--- config.mk ---
export PLATFORM = sky130hd
export DESIGN_NAME = pc_next_unit
export DESIGN_NICKNAME = d
export VERILOG_FILES = /design/src/rtl/pc_next_unit_pkg.sv /design/src/rtl/pc_next_unit_target_sel.sv /design/src/rtl/pc_next_unit.sv
export SDC_FILE = /design/constraint.sdc
export NUM_CORES = 1
export LEC_CHECK = 0
export CORE_ASPECT_RATIO = 0.6
export CORE_MARGIN = 3
export CORE_UTILIZATION = 51
export CTS_CLUSTER_SIZE = 20
export DETAILED_ROUTE_END_ITERATION = 16
export PLACE_DENSITY = 0.84
export SETUP_SLACK_MARGIN = 0.3
export SLEW_MARGIN = 20
export SYNTH_ARGS = -nofsm -noshare
export SYNTH_HDL_FRONTEND = slang
export SYNTH_SLANG_ARGS = --single-unit
--- constraint.sdc ---
create_clock -name clk -period 3.6 [get_ports clk]
set_input_delay 0.72 -clock clk [delete_from_list [all_inputs] [get_ports clk]]
set_output_delay 0.72 -clock clk [all_outputs]
set_load 0.02 [all_outputs]
--- src/rtl/pc_next_unit_pkg.sv ---
// Shared types and constants for the RV32I program-counter / next-PC block.
package pc_next_unit_pkg;

    typedef enum logic [1:0] {
        ST_BOOT = 2'd0,
        ST_RUN  = 2'd1,
        ST_TRAP = 2'd2
    } pc_state_t;

    typedef enum logic [1:0] {
        TGT_SEQ    = 2'd0,
        TGT_BRANCH = 2'd1,
        TGT_JAL    = 2'd2,
        TGT_JALR   = 2'd3
    } target_kind_t;

    localparam logic [31:0] DEFAULT_RESET_VECTOR = 32'h0000_0000;
    localparam logic [31:0] DEFAULT_TRAP_VECTOR  = 32'h0000_0100;
    localparam logic [31:0] INSTR_BYTES          = 32'd4;

    localparam logic [6:0] OPC_BRANCH = 7'b1100011;
    localparam logic [6:0] OPC_JAL    = 7'b1101111;
    localparam logic [6:0] OPC_JALR   = 7'b1100111;

    // Without the C extension every fetch target must be word aligned.
    function automatic logic is_misaligned(input logic [31:0] addr);
        return addr[1:0] != 2'b00;
    endfunction

    function automatic target_kind_t kind_from_opcode(input logic [6:0] opcode);
        target_kind_t kind;
        case (opcode)
            OPC_BRANCH: kind = TGT_BRANCH;
            OPC_JAL:    kind = TGT_JAL;
            OPC_JALR:   kind = TGT_JALR;
            default:    kind = TGT_SEQ;
        endcase
        return kind;
    endfunction

endpackage

--- src/rtl/pc_next_unit_target_sel.sv ---
// Combinational next-PC target mux with priority jalr > jal > taken branch > sequential,
// plus the alignment check on redirected targets.
module pc_target_sel
    import pc_next_unit_pkg::*;
(
    input  logic [31:0] pc,
    input  logic [31:0] imm,
    input  logic [31:0] rs1_data,
    input  logic        is_branch,
    input  logic        is_jal,
    input  logic        is_jalr,
    input  logic        branch,
    output logic [31:0] seq_target,
    output logic [31:0] target,
    output logic        redirect,
    output logic        misaligned
);

    target_kind_t kind;
    logic [31:0]  rel_target;
    logic [31:0]  jalr_sum;

    assign seq_target = pc + INSTR_BYTES;
    assign rel_target = pc + imm;
    assign jalr_sum   = rs1_data + imm;

    always_comb begin
        kind = TGT_SEQ;
        if (is_jalr) begin
            kind = TGT_JALR;
        end else if (is_jal) begin
            kind = TGT_JAL;
        end else if (is_branch && branch) begin
            kind = TGT_BRANCH;
        end
    end

    always_comb begin
        target = seq_target;
        case (kind)
            TGT_JALR:   target = jalr_sum & ~32'h0000_0001;
            TGT_JAL:    target = rel_target;
            TGT_BRANCH: target = rel_target;
            default:    target = seq_target;
        endcase
    end

    // The sequential path is always aligned, so only redirects can trap.
    assign redirect   = (kind != TGT_SEQ);
    assign misaligned = redirect && is_misaligned(target);

endmodule

--- src/rtl/pc_next_unit.sv ---
// PC register, boot/run/trap sequencing and branch statistics for the single-cycle RV32I core.
module pc_next_unit
    import pc_next_unit_pkg::*;
#(
    parameter logic [31:0] RESET_VECTOR = DEFAULT_RESET_VECTOR,
    parameter logic [31:0] TRAP_VECTOR  = DEFAULT_TRAP_VECTOR,
    parameter int          CNT_W        = 32
) (
    input  logic             clk,
    input  logic             rst_n,
    input  logic             imem_ready,
    input  logic             stall,
    input  logic             is_branch,
    input  logic             is_jal,
    input  logic             is_jalr,
    input  logic             branch,
    input  logic [31:0]      imm,
    input  logic [31:0]      rs1_data,
    input  logic             trap_ack,
    output logic [31:0]      pc,
    output logic [31:0]      pc_plus4,
    output logic             pc_valid,
    output logic             misalign_trap,
    output logic [31:0]      trap_pc,
    output logic [31:0]      trap_tval,
    output logic [CNT_W-1:0] br_count,
    output logic [CNT_W-1:0] br_taken_count
);

    pc_state_t   state;
    logic [31:0] target;
    logic        redirect;
    logic        misaligned;
    logic        advance;
    logic        retire;

    pc_target_sel u_target_sel (
        .pc         (pc),
        .imm        (imm),
        .rs1_data   (rs1_data),
        .is_branch  (is_branch),
        .is_jal     (is_jal),
        .is_jalr    (is_jalr),
        .branch     (branch),
        .seq_target (pc_plus4),
        .target     (target),
        .redirect   (redirect),
        .misaligned (misaligned)
    );

    assign advance = (state == ST_RUN) && !stall && imem_ready;
    assign retire  = advance && !misaligned;

    always_ff @(posedge clk or negedge rst_n) begin
        if (!rst_n) begin
            state         <= ST_BOOT;
            pc            <= RESET_VECTOR;
            pc_valid      <= 1'b0;
            misalign_trap <= 1'b0;
            trap_pc       <= 32'h0;
            trap_tval     <= 32'h0;
        end else begin
            case (state)
                ST_BOOT: begin
                    state    <= ST_RUN;
                    pc_valid <= 1'b1;
                end
                ST_RUN: begin
                    if (advance) begin
                        if (misaligned) begin
                            state         <= ST_TRAP;
                            pc_valid      <= 1'b0;
                            misalign_trap <= 1'b1;
                            trap_pc       <= pc;
                            trap_tval     <= target;
                        end else begin
                            pc <= target;
                        end
                    end
                end
                ST_TRAP: begin
                    if (trap_ack) begin
                        state         <= ST_RUN;
                        pc            <= TRAP_VECTOR;
                        pc_valid      <= 1'b1;
                        misalign_trap <= 1'b0;
                    end
                end
                default: begin
                    state    <= ST_BOOT;
                    pc_valid <= 1'b0;
                end
            endcase
        end
    end

    // A trapping instruction never retires, so it is not counted.
    always_ff @(posedge clk or negedge rst_n) begin
        if (!rst_n) begin
            br_count       <= '0;
            br_taken_count <= '0;
        end else if (retire && is_branch) begin
            br_count <= br_count + CNT_W'(1);
            if (branch) begin
                br_taken_count <= br_taken_count + CNT_W'(1);
            end
        end
    end

    logic unused_redirect;
    assign unused_redirect = redirect;

endmodule

==> results of run 1 <==
==> cell type report <==
type	count	area [um2]	area share, %
clock buffers	22	464	2.86
clock inverters	8	57.6	0.355
inverters	30	113	0.694
multi-input cells	1037	7140	44.0
flip-flops and latches	163	4080	25.2
well taps	279	349	2.15
repair buffers	441	4010	24.7
==> power by group through the flow <==
| stage | clock network, mW | logic (mW) | registers, mW |
|---|---|---|---|
| after detailed placement | 0 | 6.54 | 2.87 |
| after global placement | 0 | 6.44 | 2.86 |
| after floorplan | 0 | 2.76 | 3.47 |
| after global routing | 1.75 | 7.40 | 2.95 |
| after CTS | 1.67 | 6.65 | 2.87 |
| final | 1.66 | 6.99 | 2.90 |
==> logic make-up after synthesis <==
logic type | count (synthesis) | synth area share (%)
compound gates | 320 | 18.7
mux | 9 | 0.829
buf+inv | 93 | 3.37
xor+xnor | 142 | 11.1
simple gates | 497 | 21.6
fa+ha+maj | 69 | 7.86
flops | 163 | 36.5
==> cells in the mapped netlist (all sizes together) (32+ instances only) <==
| cell type | count | area, um2 |
|---|---|---|
| ha | 67 | 838 |
| xor2 | 50 | 438 |
| o21ai | 121 | 606 |
| and3 | 32 | 200 |
| xnor2 | 92 | 806 |
| a21oi | 63 | 323 |
| nand3 | 71 | 360 |
| nor2 | 62 | 235 |
| clkbuf | 50 | 188 |
| dfrtp | 163 | 4080 |
| nand2 | 223 | 837 |
==> worst paths after layout <==
kind,endpoint,slack (ns),cells past startpoint
worst max register to register,pc[20]$_DFFE_PN0P_,0.45,13
min in group clk,br_count[31]$_DFFE_PN0P_,0.47,1
worst min register to register,br_count[31]$_DFFE_PN0P_,0.47,1
worst max-delay path,trap_tval[21]$_DFFE_PN0P_,0.31,12
worst min-delay path,br_taken_count[28]$_DFFE_PN0P_,0.27,1
max in group asynchronous,trap_pc[29]$_DFFE_PN0P_,2.45,2
==> flip-flops by register name, indices dropped and copies added, names as in the netlist <==
register,flops
br_count,32
br_taken_count,32
pc,32
trap_pc,32
trap_tval,32
state,2
misalign_trap,1
==> repair_timing <==
action                                  in CTS  in global routing
buffers inserted                             2                 11
gates resized for setup                     88                 70
pin swaps                                   23                 36
cloned                                       0                  0
endpoints found under the setup margin      74                 86
==> routing by layer <==
| metal | track usage, % | part of all wire, % | vias up |
|---|---|---|---|
| li1 | - | - | 5406 |
| met1 | 47.1 | 41 | 5744 |
| met2 | 50.3 | 44 | 752 |
| met3 | 10.9 | 12 | 121 |
| met4 | 11.2 | 3.0 | 2 |
| met5 | 0 | 0.031 | - |
==> per-stage QoR <==
step | TNS (ns) | util [%] | hold WS [ns]
2_1_floorplan | 0 | - | 0.424
3_3_place_gp | -9.82 | 71.5 | 0.456
3_5_place_dp | -13.00 | 71.5 | 0.462
4_1_cts | 0 | 75.0 | 0.281
5_1_grt | 0 | 76.4 | 0.295
6_report | 0 | 76.4 | 0.269
==> flow_summary.ini, run 1 <==
[finish]
fin_cells = 1980
drive_above_1_share_pct = 18.5
area_growth_syn_to_layout_pct = 45.2
final_area_mm2 = 0.0162
final_nets = 1832
final_common_cell = clkdlybuf4s50_1
antenna_cells = 0
fill_cells = 1497
final_cell_mix = clkdlybuf4s50_1 (235), nand2_1 (221), buf_4 (171), dfrtp_1 (162), o21ai_0 (96)

[timing]
min_period_ns = 3.29
fmax_ghz = 0.304
hold_viol = 0
fin_skew_ns = 0.00878
setup-violations-final = 0
worst_slew_pin_slew_ns = 0.942
maxSlewHeadroom_pct = 35.6
fin_crit_sh_pct = 91.3
finalWorstSetupSlack_ns = 0.313
slew_viol_final = 0
rsz0062_at_grt = true

[power_and_ir_drop]
powerDensity_mw_per_mm2 = 712
internal-power_mw = 6.36
leakagePower_nw = 7.54
p_switching_mw = 5.18
power_frac_clock_pct = 14.4
seqPwrFrac_pct = 25.1
comb_power_share_pct = 60.6
report.power.total_mw = 11.5
p_sw_share_pct = 44.9
ir_drop_mv = 0.475

[synth]
avgSynthCellArea_um2 = 8.64
synthCells = 1293
synth_edf_count = 0
yosysSeqAreaShare_pct = 36.5
yosys_warnings = 0
synth-seq-cells = 163
synthFlopType = dfrtp_1
ys_async_sr_fraction_pct = 100
synth_fp_nets = 1435
syn-cell-area_mm2 = 0.0112
synth.distinct_cells = 78

[placed_design]
place_ws_ns = -0.294
place_area_mm2 = 0.0152
port_buffers = 266
gp_congestion = 0.993
dpl.cell_count = 1937
place_hpwl_um = 31400

[clock_network]
clock_latency_ns = 0.42
ctsHoldBuffers = 0
root_buffer = clkbuf_16
clkSinkCount = 163
cts_tree = built
cts_made_buffers = 17
cts.clk_slew.worst_paths_ns = 0.06
h-tree-depth = 4
cts.path.max_buffers = 2

[critical_path]
setup.worst_path.start_class = input pin
worstSetupPathType = in -> reg
cp_top_family = compound AO/OA/AOI/OAI gates
r2r-start = pc[0]$_DFFE_PN0P_
path_cells = clkdlybuf4s50_1 > buf_4 > ha_4 > and2_1 > a221oi_2 > a21oi_2 > o21ai_2 > a21boi_4 > or3_1 > a32o_1 > mux2i_1 > o21ai_0
path_buf_inv = 2
end_kind = flip-flop
cp.arrival_ns = 3.58
cp_slowest_cell = clkdlybuf4s50_1
crit_path_max_fanout = 7
critPathMaxStageDelay_ns = 0.52
worstSetupStartpoint = imm[3]
cp.required_ns = 3.89

[drt]
vias = 12000
post_drt_wl_per_cell_um = 21.2
routed_via_density = 6.07
wl_um = 42000
drt_iter0_markers = 1293
dr.pass1.iters = 9
drc = 0
ant_nets = 0

[grt]
grt_max_degree = 61
grt_pass1_wl_um = 63500
antenna_found_initial = 1
grt_pass1_vias = 11500
grt_util_all_layers_pct = 33.9
grt_overflow = 0

[floorplanning]
fp.dieH_um = 121
fp.dieArea_mm2 = 0.0238
rows = 41
placeableCoreArea_mm2 = 0.0212
ioPinCount = 267
die_w_um = 197
start_util_pct = 52.6

[outcome]
outcome = completed

[job]
max-cap-violations = 0

[hold_path]
hold_path_class = in -> async
Note: power is estimated with default switching activity, not from simulation.
==> run 2: changes to the inputs <==
Settings changed: CORE_MARGIN 3 to 2, HOLD_SLACK_MARGIN set to 0.03.
==> flow_summary.ini, run 2 (synthesized netlist as in run 1, its figures left out) <==
[outcome]
outcome = completed

[timing]
slew_viol_final = 0
whs_ns = 0.252
finalSetupTns_ns = 0
maxSlewHeadroom_pct = 42.8
min_period_ns = 3.28
worst_slew_pin_slew_ns = 0.858
finalWorstSetupSlack_ns = 0.320
fmax_ghz = 0.305
fin_skew_ns = 0.00898
hold_viol = 0
setup-violations-final = 0
fin_crit_sh_pct = 91.1
rsz0062_at_grt = true

[placed_design]
place_area_mm2 = 0.0151
gp_congestion = 0.963
place_hpwl_um = 30400
dpl.cell_count = 1929
place_ws_ns = -0.277
port_buffers = 266

[power_and_ir_drop]
ir_drop_mv = 0.514
leakagePower_nw = 7.42
powerDensity_mw_per_mm2 = 717
report.power.total_mw = 11.6

[critical_path]
end_kind = primary output
r2r_cells = 12
cp.arrival_ns = 2.56
r2r-end = pc[27]$_DFFE_PN0P_
crit_path_max_fanout = 4
worstSetupPathType = reg -> out
cp.required_ns = 2.88
r2r-start = pc[3]$_DFFE_PN0P_
worstSetupStartpoint = pc[2]$_DFFE_PN0P_
reg2reg_slack_ns = 0.52
setup.worst_path.start_class = flip-flop

[grt]
grt_pass1_wl_um = 63000
grt_pass1_vias = 11400
grt_overflow = 0
grt_max_degree = 75
antenna_found_initial = 1
grt_util_all_layers_pct = 34.6

[clock_network]
cts_tree = built
root_buffer = clkbuf_16
h-tree-depth = 4
cts.path.max_buffers = 2
clock_latency_ns = 0.42
cts_made_buffers = 17
clkSinkCount = 163
ctsHoldBuffers = 0
cts.clk_slew.worst_paths_ns = 0.07

[drt]
dr.pass1.iters = 5
wl_um = 40600
vias = 11800
drc = 0
ant_nets = 0
routed_via_density = 5.98
post_drt_wl_per_cell_um = 20.6
drt_iter0_markers = 1023

[floorplanning]
ioPinCount = 267
placeableCoreArea_mm2 = 0.0212
fp.dieH_um = 119
fp.dieArea_mm2 = 0.0231
start_util_pct = 52.6
die_w_um = 195
rows = 41

[finish]
antenna_cells = 0
final_area_mm2 = 0.0162
final_cell_mix = clkdlybuf4s50_1 (239), nand2_1 (220), dfrtp_1 (161), buf_4 (160), o21ai_0 (97)
area_growth_syn_to_layout_pct = 44.6
final_util_pct = 76.1
fin_cells = 1970
final_nets = 1820
fill_cells = 1528
drive_above_1_share_pct = 17.9
final_common_cell = clkdlybuf4s50_1

[hold_path]
hold_path_class = in -> async

[job]
max-cap-violations = 0
==> run 2: changes by cell type in the layout (fill, tap and decap cells not counted), moves of 4 or more <==
cell,previous run,this run
clkdlybuf4s50_1,235,239
buf_4,171,160
dlymetal6s2s_1,10,5
clkbuf_2,3,7
buf_2,4,0
==> run 2: what timing repair did <==
item                                    4_1_cts  5_1_grt
resized for setup                            72       78
pin swaps                                    11       26
buffers inserted                              5        4
endpoints found under the setup margin       58       67
==> run 2: routing by layer <==
metal  up-vias  part of all wire [%]  track usage (%)
li1       5388                     -                -
met1      5687                    43             48.0
met2       627                    44             52.9
met3        82                    11             9.28
met4         2                   2.5             10.3
met5         -                 0.032                0
==> run 2: worst max-delay path by stage <==
stage | endpoint | slack [ns] | cells past startpoint
floorplan | br_taken_count[19]$_DFFE_PN0P_ | 0.41 | 14
global placement | trap_tval[28]$_DFFE_PN0P_ | -0.19 | 12
detailed placement | br_count[31]$_DFFE_PN0P_ | -0.28 | 13
CTS | pc_plus4[31] | 0.17 | 8
global route | pc_plus4[31] | 0.23 | 9
finish | pc_plus4[30] | 0.32 | 8
==> run 2: area by class of cell <==
class | count | area [um2] | area share [%]
Multi-Input combinational cell | 1037 | 7120 | 44.0
Sequential cell | 163 | 4080 | 25.3
Timing Repair Buffer | 429 | 3910 | 24.2
Clock buffer | 18 | 439 | 2.72
Tap cell | 279 | 349 | 2.16
Clock inverter | 14 | 154 | 0.952
Inverter | 30 | 113 | 0.697
==> run 2: report_power, final <==
part           switching [mW]  leakage, nW  internal (mW)
Combinational            3.82         5.01           3.07
Sequential              0.494         2.13           2.36
Clock                   0.797        0.277           1.05
==> run 2: worst max-delay path: stages, from the launching register on <==
cell     delay (ns)
dfrtp_2        0.40
ha_1           0.22
nand3_2        0.15
nor3_4         0.27
buf_4          0.18
nand4_1        0.16
nor2_1         0.19
xnor2_1        0.31
buf_4          0.25
